`src/rtl/rv_isa_pkg.sv`:
```
// RV32I opcode and field constants shared by the decoder and encoder.
package rv_isa_pkg;

    localparam int XLEN    = 32;
    localparam int OP_W    = 7;
    localparam int F3_W    = 3;
    localparam int F7_W    = 7;
    localparam int REG_W   = 5;
    localparam int RFLD_W  = 7;

    localparam logic [OP_W-1:0] OP_RTYPE = 7'b0110011;
    localparam logic [OP_W-1:0] OP_ITYPE = 7'b0010011;
    localparam logic [OP_W-1:0] OP_LOAD  = 7'b0000011;
    localparam logic [OP_W-1:0] OP_STORE = 7'b0100011;
    localparam logic [OP_W-1:0] OP_LUI   = 7'b0110111;

    localparam logic [XLEN-1:0] NOP_WORD = 32'h0000_0013;

    // Register fields are wider than the ISA index; upper bits must be clear.
    function automatic logic reg_bad(input logic [RFLD_W-1:0] r);
        return |r[RFLD_W-1:REG_W];
    endfunction

endpackage

```
`src/rtl/instr_pack.sv`:
```
// Combinational packer: decoded RV32I fields to a 32-bit word plus error flag.
module instr_pack
    import rv_isa_pkg::*;
(
    input  logic [OP_W-1:0]   opcode,
    input  logic [F3_W-1:0]   funct3,
    input  logic [F7_W-1:0]   funct7,
    input  logic [RFLD_W-1:0] rs1,
    input  logic [RFLD_W-1:0] rs2,
    input  logic [RFLD_W-1:0] rd,
    input  logic [XLEN-1:0]   imm,
    output logic [XLEN-1:0]   instr,
    output logic              err
);

    logic imm12_ok;
    logic [XLEN-1:0] word;

    // Immediate must be a sign extension of its low 12 bits.
    assign imm12_ok = (&imm[31:11]) || !(|imm[31:11]);

    always_comb begin
        word = '0;
        err  = 1'b0;
        case (opcode)
            OP_RTYPE: begin
                word = {funct7, rs2[4:0], rs1[4:0], funct3, rd[4:0], opcode};
                err  = reg_bad(rs1) || reg_bad(rs2) || reg_bad(rd);
            end
            OP_ITYPE, OP_LOAD: begin
                word = {imm[11:0], rs1[4:0], funct3, rd[4:0], opcode};
                err  = reg_bad(rs1) || reg_bad(rd) || !imm12_ok;
            end
            OP_STORE: begin
                word = {imm[11:5], rs2[4:0], rs1[4:0], funct3,
                        imm[4:0], opcode};
                err  = reg_bad(rs1) || reg_bad(rs2) || !imm12_ok;
            end
            OP_LUI: begin
                word = {imm[31:12], rd[4:0], opcode};
                err  = reg_bad(rd) || (|imm[11:0]);
            end
            default: err = 1'b1;
        endcase
        instr = err ? '0 : word;
    end

endmodule

```
`src/rtl/instr_encoder.sv`:
```
// Registered RV32I encoder stage with address tagging and error counting.
module instr_encoder
    import rv_isa_pkg::*;
#(
    parameter int ADDR_W     = 10,
    parameter int START_ADDR = 0
) (
    input  logic              clk,
    input  logic              rst,
    input  logic              in_valid,
    output logic              in_ready,
    input  logic [OP_W-1:0]   opcode,
    input  logic [F3_W-1:0]   funct3,
    input  logic [F7_W-1:0]   funct7,
    input  logic [RFLD_W-1:0] rs1,
    input  logic [RFLD_W-1:0] rs2,
    input  logic [RFLD_W-1:0] rd,
    input  logic [XLEN-1:0]   imm,
    output logic              out_valid,
    input  logic              out_ready,
    output logic [XLEN-1:0]   out_instr,
    output logic [ADDR_W-1:0] out_addr,
    output logic              out_err,
    output logic [7:0]        err_count
);

    localparam logic [ADDR_W-1:0] START = ADDR_W'(START_ADDR);
    localparam logic [ADDR_W-1:0] STEP  = ADDR_W'(4);

    logic [XLEN-1:0]   p_instr;
    logic              p_err;
    logic [ADDR_W-1:0] ptr;
    logic              accept;

    instr_pack u_pack (
        .opcode (opcode),
        .funct3 (funct3),
        .funct7 (funct7),
        .rs1    (rs1),
        .rs2    (rs2),
        .rd     (rd),
        .imm    (imm),
        .instr  (p_instr),
        .err    (p_err)
    );

    assign in_ready = !out_valid || out_ready;
    assign accept   = in_valid && in_ready;

    always_ff @(posedge clk) begin
        if (rst) begin
            out_valid <= 1'b0;
            out_instr <= '0;
            out_addr  <= START;
            out_err   <= 1'b0;
            err_count <= '0;
            ptr       <= START;
        end else if (accept) begin
            out_valid <= 1'b1;
            out_instr <= p_instr;
            out_err   <= p_err;
            out_addr  <= ptr;
            ptr       <= ptr + STEP;
            if (p_err && err_count != 8'hFF)
                err_count <= err_count + 8'd1;
        end else if (out_ready) begin
            out_valid <= 1'b0;
        end
    end

endmodule

```
`config.mk`:
```
export PLATFORM = sky130hd
export DESIGN_NAME = instr_encoder
export DESIGN_NICKNAME = d
export VERILOG_FILES = /design/src/rtl/rv_isa_pkg.sv /design/src/rtl/instr_pack.sv /design/src/rtl/instr_encoder.sv
export SDC_FILE = /design/constraint.sdc
export NUM_CORES = 1
export LEC_CHECK = 0
export ABC_AREA = 0
export BUFFER_PORTS_ARGS = -buffer_cell sky130_fd_sc_hd__clkbuf_2
export CORE_UTILIZATION = 50
export CTS_CLUSTER_DIAMETER = 100
export DETAILED_ROUTE_END_ITERATION = 10
export PLACE_DENSITY = 0.86
export SLEW_MARGIN = 15
export SYNTH_ARGS = -nofsm -noshare
export SYNTH_HDL_FRONTEND = slang
export SYNTH_HIERARCHICAL = 1
export SYNTH_SLANG_ARGS = --single-unit
```
`constraint.sdc`:
```
create_clock -name clk -period 3.94 [get_ports clk]
set_input_delay 0 -clock clk [delete_from_list [all_inputs] [get_ports clk]]
set_output_delay 0 -clock clk [all_outputs]
set_load 0.05 [all_outputs]
```
==> results.py <==
metrics = {
    "run_status": {
        "status": "completed",
    },
    "floorplanning": {
        "rows": 28,
        "core_area_mm2": 0.006061,
        "start_util": 0.5285,
        "die_area_mm2": 0.006731,
        "io_pins": 127,
        "die_x_um": 82.04,
        "fp.dieH_um": 82.04,
    },
    "min_path": {
        "hold-path-cell-count": 5,
        "min_to": "out_instr[28]",
        "hold_class": "in2reg",
        "hp-start": "imm[28]",
    },
    "sta": {
        "setup_viol": 0,
        "finalHoldViolations": 0,
        "worst_slew_pin_slew_ns": 1.059,
        "fin_skew_ns": 0.005300,
        "max_slew_margin": 0.2943,
        "rsz0062_at_grt": "false",
        "fmax_ghz": 0.3712,
        "drv_slew": 0,
        "fin_crit_sh": 0.6838,
        "finalCriticalPeriod_ns": 2.694,
        "hold_slack_ns": 0.06962,
        "tns_ns": 0,
    },
    "synthesis": {
        "synth-seq-area-share": 0.3625,
        "synth-async-reset-ratio": 0,
        "synthesis.area_mm2": 0.003203,
        "ys_types": 47,
        "avgSynthCellArea_um2": 8.048,
        "ys.flop_type": "dfxtp_1",
        "synth.area.top_cells": "dfxtp_1 (36%), nand2_1 (12%), a21oi_1 (8.8%), a22oi_1 (5.6%), a211oi_1 (4.7%)",
        "yosysWarningCount": 6,
        "synth_seq_cells": 58,
        "synth-edff-count": 0,
        "synth_top_area_frac": 0.3625,
        "synth_area_leader_cell": "dfxtp_1",
        "syn_inst": 398,
    },
    "worst_setup_path": {
        "ff2ff_setup_slack_ns": 2.08,
        "arrival_ns": 2.94,
        "endpoint_kind": "flop",
        "worstSetupStartpointType": "input pin",
        "rr_endpoint": "err_count[7]",
        "startpoint": "opcode[6]",
        "r2r_start": "out_valid",
        "reg2reg_depth": 4,
        "required_ns": 4.19,
        "path_max_fanout": 13,
        "path_class": "in2reg",
    },
    "drt": {
        "vias": 3393,
        "ant_nets": 0,
        "initialDrtViolationCount": 176,
        "remaining_drc_errors": 0,
        "firstDrtPassIters": 5,
        "detail_route.vias_per_cell": 5.800,
        "wire_per_inst_um": 15.82,
        "wirelength_mm": 9.252,
    },
    "placed_design": {
        "gp_congestion": 0.9891,
        "port-buffer-count": 124,
        "dp_hpwl_mm": 6.636,
    },
    "clock_network": {
        "htree_levels": 3,
        "cts.clk_slew.worst_paths_ns": 0.07,
        "root_buffer": "clkbuf_8",
        "cts_hold_buffers": 1,
        "cts_tree": "yes",
        "clk_path_buf_depth": 2,
        "clock_sinks": 58,
        "cts_buffers": 9,
        "clk_latency_ns": 0.32,
        "post_cts_resized": 0,
        "post_cts_buffers": 0,
    },
    "pwr": {
        "powerDensity_mw_per_mm2": 315.9,
        "p_leak_nw": 1.476,
        "ir_drop_mv": 0.2102,
    },
    "global_routing": {
        "grt_pass1_wl_mm": 14.12,
        "globalRouteOverflowTotal": 0,
        "grtUsageTotal": 0.2772,
        "grt_pass1_vias": 2959,
        "grt_max_degree": 61,
        "antenna_found_initial": 0,
    },
    "final_layout": {
        "drive_above_1_share": 0.3392,
        "utilization": 0.6555,
        "n_antenna_cell": 0,
        "layout.nets": 581,
        "syn_to_final_growth_pct": 24.02,
    },
    "flow_run": {
        "maxCapViolCount": 0,
    },
}
## state kept, by name, summed over array words and instances (netlist names)
name / cells
err_count: 8
out_addr: 8
ptr: 8
out_valid: 1
out_err: 1
out_instr: 32
## synthesized netlist by cell type (2+ instances only)
cell / instances
conb_1: 2
nor4_1: 10
ha_1: 2
a21oi_1: 56
o21ai_0: 5
nor3_1: 4
or4_1: 6
buf_6: 5
nand4_1: 7
nand2_1: 99
a221oi_2: 6
xor2_1: 3
nor2_1: 10
o31ai_1: 4
dfxtp_1: 58
buf_2: 9
nor4_4: 2
nor2b_1: 2
or3_1: 3
inv_1: 2
nand3_1: 6
buf_4: 6
and2_1: 2
a22oi_1: 24
and4_4: 2
clkbuf_1: 16
a211oi_1: 20
mux2_2: 5
mux2_4: 3
nor4b_4: 2
## worst max path at each step
stage | endpoint | slack, ns | cells after the start
global route | err_count[7] | 0.98 | 10
CTS | err_count[7] | 1.33 | 10
finish | err_count[7] | 1.25 | 10
detailed placement | err_count[7] | 1.01 | 10
global placement | err_count[7] | 1.12 | 10
floorplan | err_count[3] | 1.49 | 12
## power breakdown
part	total, mW	leakage, nW	internal (mW)	switching [mW]
Sequential	0.600	0.469	0.594	0.00598
Clock	0.497	0.0924	0.262	0.235
Combinational	0.158	0.915	0.0519	0.106
Total	1.25	1.48	0.907	0.348
## layout by cell type, fill, tap and decap left out, types with 7 or more instances in the layout
cell type,Yosys,final
clkbuf_2,0,123
nand4_1,7,7
a211oi_1,20,20
clkbuf_8,0,11
dfxtp_1,58,58
a22oi_1,24,24
a21oi_1,56,55
nor2_1,10,10
nand2_1,99,99
nor4_1,10,10
## cell type report
| class | count | area (um2) |
|---|---|---|
| Clock buffer | 12 | 155.1 |
| Clock inverter | 4 | 26.28 |
| Fill cell | 540 | 2088 |
| Inverter | 2 | 7.507 |
| Multi-Input combinational cell | 303 | 1853 |
| Sequential cell | 58 | 1161 |
| Tap cell | 75 | 93.84 |
| Timing Repair Buffer | 131 | 675.6 |
## critical path, stage by stage
cell and delay (ns):
clkbuf_2 0.09, nand4bb_1 0.54, nor4b_4 0.58, mux2_4 0.35, o21ai_2 0.07, a21o_1 0.14, and2_1 0.13, nand2_1 0.29
or4_1 0.60, a21oi_1 0.15
## cells by family (layout without fill, tap and decap cells)
logic type      Yosys count  after routing  share of synthesized area
compound gates          121            121                     0.2539
xor+xnor                  4              4                    0.01094
fa+ha+maj                 2              2                   0.007811
buf+inv                  39            149                    0.06797
flops                    58             58                     0.3625
mux                       8              8                    0.03164
other cells               2              4                   0.002345
simple gates            164            164                     0.2629
## per-layer routing
layer	wire length, um	track usage	up-vias
li1	-	-	1659
met1	3926	0.3549	1580
met2	4517	0.4430	127
met3	532	0.06556	27
met4	276	0.1175	0
met5	0	0	-
## through the flow
step	instance area (um2)	total power [mW]	setup WS [ns]	instances
after floorplan	3211	0.7037	1.493	400
after global placement	3775	0.7636	1.122	568
after detailed placement	3775	0.7676	1.009	568
after CTS	3966	1.266	1.333	585
after global routing	3973	1.305	0.9790	585
final	3973	1.255	1.246	585
No activity file was read; power rests on OpenSTA's default activity.
